File: config.mk
export PLATFORM = sky130hd
export DESIGN_NAME = ldtu_bsl_track
export DESIGN_NICKNAME = d
export VERILOG_FILES = /design/src/rtl/ldtu_bsl_track.sv
export SDC_FILE = /design/constraint.sdc
export NUM_CORES = 1
export LEC_CHECK = 0
export BUFFER_PORTS_ARGS = -buffer_cell sky130_fd_sc_hd__clkbuf_2
export CORE_ASPECT_RATIO = 1.25
export CORE_UTILIZATION = 60
export CTS_CLUSTER_DIAMETER = 200
export DETAILED_ROUTE_END_ITERATION = 16
export PLACE_DENSITY = 0.83
export SYNTH_ARGS = -nofsm -noshare
export SYNTH_HDL_FRONTEND = slang
export SYNTH_SLANG_ARGS = --single-unit
File: constraint.sdc
create_clock -name DCLK -period 6.9 [get_ports DCLK]
set_input_delay 1.38 -clock DCLK [delete_from_list [all_inputs] [get_ports DCLK]]
set_output_delay 1.38 -clock DCLK [all_outputs]
set_load 0.02 [all_outputs]
File: src/rtl/ldtu_bsl_track.sv
// Per-channel baseline subtraction with a 2-stage pipeline and on-demand
// baseline acquisition (average of 2^LOG2_AVG valid samples).
module ldtu_bsl_track #(
  parameter int unsigned NBITS    = 12,
  parameter int unsigned NBSL     = 8,
  parameter int unsigned NCH      = 2,
  parameter int unsigned LOG2_AVG = 4
) (
  input  logic                  DCLK,
  input  logic                  rst_b,
  input  logic [NCH*NBITS-1:0]  data_in,
  input  logic                  data_valid,
  input  logic [NCH-1:0]        bsl_mode,
  input  logic [NCH*NBSL-1:0]   bsl_val,
  input  logic                  acq_start,
  input  logic                  flag_clr,
  output logic [NCH*NBITS-1:0]  data_out,
  output logic                  data_out_valid,
  output logic [NCH*NBSL-1:0]   bsl_acq,
  output logic                  acq_busy,
  output logic                  acq_done,
  output logic [NCH-1:0]        uflow,
  output logic [NCH-1:0]        acq_sat
);

  localparam int unsigned ACC_W = NBITS + LOG2_AVG;
  localparam int unsigned CNT_W = LOG2_AVG + 1;
  localparam logic [CNT_W-1:0] CNT_FULL = CNT_W'(1) << LOG2_AVG;
  localparam logic [ACC_W-1:0] BSL_MAX  = ACC_W'((64'd1 << NBSL) - 64'd1);

  typedef enum logic [1:0] {IDLE, ACQ, DONE} state_e;

  state_e                     state_q, state_d;
  logic [NCH*NBITS-1:0]       s1_q, s1_d;
  logic                       v1_q;
  logic [NCH*NBITS-1:0]       dout_q, dout_d;
  logic                       dvalid_q;
  logic [NCH*NBSL-1:0]        bsl_acq_q, bsl_acq_d;
  logic [NCH-1:0][ACC_W-1:0]  acc_q, acc_d;
  logic [CNT_W-1:0]           cnt_q, cnt_d, cnt_inc;
  logic                       busy_q, busy_d;
  logic                       done_q, done_d;
  logic [NCH-1:0]             uflow_q, uflow_d, uflow_set;
  logic [NCH-1:0]             sat_q, sat_d, sat_set;
  logic [NCH-1:0][NBITS-1:0]  base_c, smp_c;

  assign cnt_inc = cnt_q + CNT_W'(1);

  // Effective baseline per channel, zero-extended to the sample width
  always_comb begin
    base_c = '0;
    smp_c  = '0;
    for (int c = 0; c < int'(NCH); c++) begin
      base_c[c] = bsl_mode[c] ? NBITS'(bsl_acq_q[c*NBSL +: NBSL])
                              : NBITS'(bsl_val[c*NBSL +: NBSL]);
      smp_c[c]  = s1_q[c*NBITS +: NBITS];
    end
  end

  always_ff @(posedge DCLK or negedge rst_b) begin
    if (!rst_b) state_q <= IDLE;
    else        state_q <= state_d;
  end

  always_comb begin
    state_d = state_q;
    unique case (state_q)
      IDLE:    if (acq_start) state_d = ACQ;
      ACQ:     if (data_valid && (cnt_inc == CNT_FULL)) state_d = DONE;
      DONE:    state_d = IDLE;
      default: state_d = IDLE;
    endcase
  end

  always_comb begin
    s1_d      = data_valid ? data_in : s1_q;
    dout_d    = dout_q;
    uflow_set = '0;
    sat_set   = '0;
    acc_d     = acc_q;
    cnt_d     = cnt_q;
    bsl_acq_d = bsl_acq_q;

    if (v1_q) begin
      for (int c = 0; c < int'(NCH); c++) begin
        if (smp_c[c] >= base_c[c]) begin
          dout_d[c*NBITS +: NBITS] = smp_c[c] - base_c[c];
        end else begin
          dout_d[c*NBITS +: NBITS] = '0;
          uflow_set[c]             = 1'b1;
        end
      end
    end

    if ((state_q == IDLE) && acq_start) begin
      acc_d = '0;
      cnt_d = '0;
    end else if ((state_q == ACQ) && data_valid) begin
      cnt_d = cnt_inc;
      for (int c = 0; c < int'(NCH); c++) begin
        acc_d[c] = acc_q[c] + ACC_W'(data_in[c*NBITS +: NBITS]);
      end
    end

    // Averages land on the ACQ->DONE edge, so the datapath sees them one edge later
    if ((state_q == ACQ) && (state_d == DONE)) begin
      for (int c = 0; c < int'(NCH); c++) begin
        if ((acc_d[c] >> LOG2_AVG) > BSL_MAX) begin
          bsl_acq_d[c*NBSL +: NBSL] = '1;
          sat_set[c]                = 1'b1;
        end else begin
          bsl_acq_d[c*NBSL +: NBSL] = NBSL'(acc_d[c] >> LOG2_AVG);
        end
      end
    end

    uflow_d = (flag_clr ? '0 : uflow_q) | uflow_set;
    sat_d   = (flag_clr ? '0 : sat_q) | sat_set;
    busy_d  = (state_d == ACQ);
    done_d  = (state_d == DONE);
  end

  always_ff @(posedge DCLK or negedge rst_b) begin
    if (!rst_b) begin
      s1_q      <= '0;
      v1_q      <= 1'b0;
      dout_q    <= '0;
      dvalid_q  <= 1'b0;
      bsl_acq_q <= '0;
      acc_q     <= '0;
      cnt_q     <= '0;
      busy_q    <= 1'b0;
      done_q    <= 1'b0;
      uflow_q   <= '0;
      sat_q     <= '0;
    end else begin
      s1_q      <= s1_d;
      v1_q      <= data_valid;
      dout_q    <= dout_d;
      dvalid_q  <= v1_q;
      bsl_acq_q <= bsl_acq_d;
      acc_q     <= acc_d;
      cnt_q     <= cnt_d;
      busy_q    <= busy_d;
      done_q    <= done_d;
      uflow_q   <= uflow_d;
      sat_q     <= sat_d;
    end
  end

  assign data_out       = dout_q;
  assign data_out_valid = dvalid_q;
  assign bsl_acq        = bsl_acq_q;
  assign acq_busy       = busy_q;
  assign acq_done       = done_q;
  assign uflow          = uflow_q;
  assign acq_sat        = sat_q;

endmodule

Yosys cells after proc, flatten, opt, wreduce, memory -nomap -nowiden
Index checks and enable logic that the tools add are counted.
- equal/unequal tests: 4
- bitwise operators: 2
- reduce and logical (&&, ||, !) cells: 6
- $lt $le $gt $ge: 4
- $add $sub $neg: 5
- mux-type cells: 21
- operators with widths (kind ; count):
    $mux W32 ; 2
    $add A16 B12 Y16 ; 2
    $mux W8 ; 4
    $ge A12 B8 Y1 ; 2
    $gt A12 B8 Y1 const B ; 2
    $mux W12 ; 2
    $sub A12 B8 Y12 ; 2
    $mux W2 ; 6
    $mux W5 ; 2
    $add A5 B1 Y5 const B ; 1
    $eq A5 B5 Y1 const B ; 1
    $eq A2 B1 Y1 const B ; 2
    $logic_and A1 B1 Y1 ; 4
    $mux W1 ; 4
    $or A2 B2 Y2 ; 2
    $pmux W2 S2 ; 1
    $eq A2 B2 Y1 const B ; 1
    $logic_not A2 Y1 ; 1
    $reduce_bool A2 Y1 ; 1
- output and inout port bits: 47
- word-level logic and storage cells: 57
- input bits: 47
- register bits after elaboration: 111

Logic depth before layout (Yosys ltp)
- word-level depth: 9
- depth in mapped cells: 12

Least setup slack after synthesis
Ideal clock, no wire load.
- path kind: in2reg
- from: input bsl_mode[1]
- to: register dout_q[23], in the netlist data_out[23]
- data required time: 6818 ps
- cell stages on the path: 12
- arrival time: 4017 ps
- setup slack: 2801 ps
- path through: clkbuf_1 -> mux2_2 -> ha_1 -> inv_1 -> fa_1 -> a21o_1 -> a21o_1 -> nand2_1 -> a2111oi_4 -> nor4_2 -> or4_1 -> a31oi_1
- longest elaborated chain between the ends: 3
- elaborated cells between the ends (all ways): 4
- those cells by class: 1 x add/sub; 1 x order compare; 2 x mux
- ends and longest elaborated chain (item ; RTL line ; source):
    from (decl) ; 13 ; input logic [NCH-1:0] bsl_mode,
    $mux W8 * ; 54 ; base_c[c] = bsl_mode[c] ? NBITS'(bsl_acq_q[c*NBSL +: NBSL])
    $sub A12 B8 Y12 or $ge A12 B8 Y1 (tied branches) ; 87, 86 ;
    $mux W12 * ; 86 ; if (smp_c[c] >= base_c[c]) begin
    to (signal assigned) ; 139 ; dout_q <= dout_d;
    to (decl) ; 36 ; logic [NCH*NBITS-1:0] dout_q, dout_d;
Mark *: on every way between the ends. The rest lies on a longest branch, timed or not.
A chain may end at the register's enable or synchronous reset.

==> impl_metrics.toml <==
[die]
fp.dieW_um = 94.7
die-height_um = 118
core-area_sq_um = 10300
std_cell_rows = 41
ios = 94
dieArea_sq_um = 11200
start_util_pct = 62.8

[run_status]
outcome = "finished clean"

[yosys]
synth-compound-area-share_pct = 20.4
synth_top_area_share_pct = 43.1
synthSimpleGateAreaFrac_pct = 12.6
synthAdderAreaFrac_pct = 9.41
avgSynthCellArea_sq_um = 10.0
netlist_instances = 644
synthDistinctLibCells = 60
synth_xor_area_share_pct = 4.08
synth_top_family_by_area = "compound AO/OA/AOI/OAI gates"
muxShareOfSynthArea_pct = 7.44
synth_ff_type = "dfrtp_1"
synth_edf_count = 0
yosysMostFrequentCell = "dfrtp_1"
syn-num-nets = 737
synth_seq_cells = 111
async_flop_share_pct = 100
yosysSeqAreaShare_pct = 43.1
synth_top_area_cell = "dfrtp_1"
synth_common_cells = "dfrtp_1, nand2_1, a21oi_1"
yosys_warnings = 0
synth.top_cells.by_area = "dfrtp_1, ha_1, mux2_2"
syn_area_sq_um = 6440

[drt]
via_count = 5347
wl_mm = 15.8
drt_pass1_iterations = 4
wl_per_cell_um = 18.4
first_iter_violations = 272
via_per_inst = 6.20
final_antenna_net_count = 0
drc = 0

[clock_tree]
numCtsBuffers = 9
clk_latency_ps = 360
root_buffer = "clkbuf_16"
clkSinkCount = 111
hold_buffers = 0
clockBufferDepth = 2
post-cts-setup-buffer-count = 0
cts_resized = 0
cts_tree = "done"
clk_pin_slew_ps = 70
htree_num_levels = 3

[global_routing]
grt_max_degree = 72
grt_overflow = 0
grt_usage_pct = 30.0
antenna_found_initial = 0
grt_pass1_vias = 5416
grt_pass1_wl_mm = 26.1

[power_and_ir_drop]
combinationalPowerShare_pct = 47.5
p_switching_mw = 1.26
swShare_pct = 41.6
seqPwrFrac_pct = 34.0
powerDensity_nw_per_um2 = 414
leakage_nw = 3.47
ir_drop_uv = 203
p_int_mw = 1.77
power_frac_clock_pct = 18.6

[job]
max_cap_viol_count = 0

[final_layout]
nNetsFinal = 822
regArea_sq_um = 2780
diodes = 0
nFillCells = 778
fin_util_pct = 71.5
finalInstanceArea_sq_um = 7330
area_growth_pct = 13.9
layout-drive-gt1-share_pct = 20.1
multi_input_area_sq_um = 3470

[timing]
setup_viol = 0
tightest_slew_ps = 1020
finalCritPeriodShare_pct = 58.6
clock.fmax_mhz = 247
finClkSkew_ps = 10.9
hold_viol_final = 0
slew_headroom_pct = 31.8
rsz0062_at_grt = "no"
min_period_ps = 4040
finalSetupTns_ps = 0
maxSlewViolCount = 0

[critical_path]
slowest_delay_ps = 650
cpMaxStageDelayCell = "o41ai_4"
worst_setup_path_start_kind = "primary input"
path_buf_inv = 2
worst-endpoint-required_ps = 7100
worstSetupPathType = "primary input to flop"
worst_setup_path_end_kind = "flop"
arrival_ps = 4240
crit_path_max_fanout = 31
path_cells = "clkbuf_2 -> and3b_1 -> buf_4 -> nand3_1 -> nor2_1 -> a21oi_1 -> mux2i_1 -> o41ai_4 -> o311ai_1"
path_delay_family = "compound AO/OA/AOI/OAI gates"

[placement]
placed_area_sq_um = 7010
dp_hpwl_mm = 11.5
routabilityCongestion = 0.920
port_buffers = 93

[worst_hold_path]
hp-class = "flop to flop"
## tightest hold or removal path, delay by kind of cell, from the launching register on
kind,cells,cell delay (ps)
DFF,1,350
and+or+nand+nor,1,60
AOI/OAI and AO/OA,1,50
## sequential cells by signal, summed over array words and instances, names as in the netlist
name / flops
acc_q: 32
data_out: 24
s1_q: 24
bsl_acq: 16
cnt_q: 5
acq_sat: 2
state_q: 2
uflow: 2
acq_busy: 1
acq_done: 1
data_out_valid: 1
v1_q: 1
## worst paths after layout
path	start	endpoint	slack, ps	cells after the start
max reg2reg	bsl_acq[8]	data_out[20]	3780	11
min reg2reg	data_out[3]	data_out[3]	480	2
max in group asynchronous	rst_b	data_out[0]	4630	2
min	data_out[3]	data_out[3]	480	2
max	data_valid	bsl_acq[13]	2860	9
min in group asynchronous	rst_b	acc_q[1]	1000	1
## routing by layer
metal,up-vias,part of all wire [%],global-route usage [%]
li1,2533,-,-
met1,2627,42,38.7
met2,154,51,50.0
met3,33,4.4,4.20
met4,0,2.5,11.8
met5,-,0,0
## stage by stage
| stage | instances | setup slack (ps) | hold WS (ps) | total power [mW] |
|---|---|---|---|---|
| floorplan | 644 | 2800 | 352 | 2.06 |
| global placement | 847 | 2600 | 463 | 2.38 |
| detailed placement | 847 | 2450 | 469 | 2.44 |
| CTS | 862 | 2850 | 485 | 3.03 |
| global route | 862 | 2550 | 507 | 3.24 |
| finish | 862 | 2860 | 483 | 3.04 |
## layout by cell type, fill, tap and decap left out, types with 5 or more instances in the layout
master       n
a22o_1      10
o21ai_0     41
mux2_2      23
nor2_1      32
clkbuf_16    9
o21a_1       7
a21o_1      12
a21oi_1     45
nand2_1     69
xor2_1       7
o211ai_1     9
o2bb2ai_1   13
clkbuf_2    92
mux2i_1     22
a211oi_1     6
ha_1        42
dfrtp_1    111
nand3_1     18
o21bai_1     8
nor3_1       7
o31ai_1      5
nand4_1      7
nand2b_1     6
inv_1       27
xnor2_1     23
## cell families (layout without fill, tap and decap cells)
family,count (synthesis),after routing
multiplexers,45,45
buffers and inverters,51,140
flip-flops,111,111
AO/OA/AOI/OAI,192,192
XOR/XNOR,30,30
adder cells (fa/ha/maj),46,46
AND/OR/NAND/NOR,169,169
## power groups by stage
stage	Combinational [mW]	Clock (mW)	Sequential, mW
2_1_floorplan	0.967	0	1.10
3_3_place_gp	1.36	0	1.02
3_5_place_dp	1.41	0	1.04
4_1_cts	1.43	0.571	1.03
5_1_grt	1.59	0.595	1.06
6_report	1.44	0.564	1.03
## area by class of cell
cell class	count	area share, %
clock buffer	10	3.26
clock inverter	5	1.13
inverter	29	1.48
multi-input combinational	482	47.4
sequential	111	37.9
tap	129	2.20
timing repair buffer	96	6.69
Note: power is estimated with default switching activity, not from simulation.
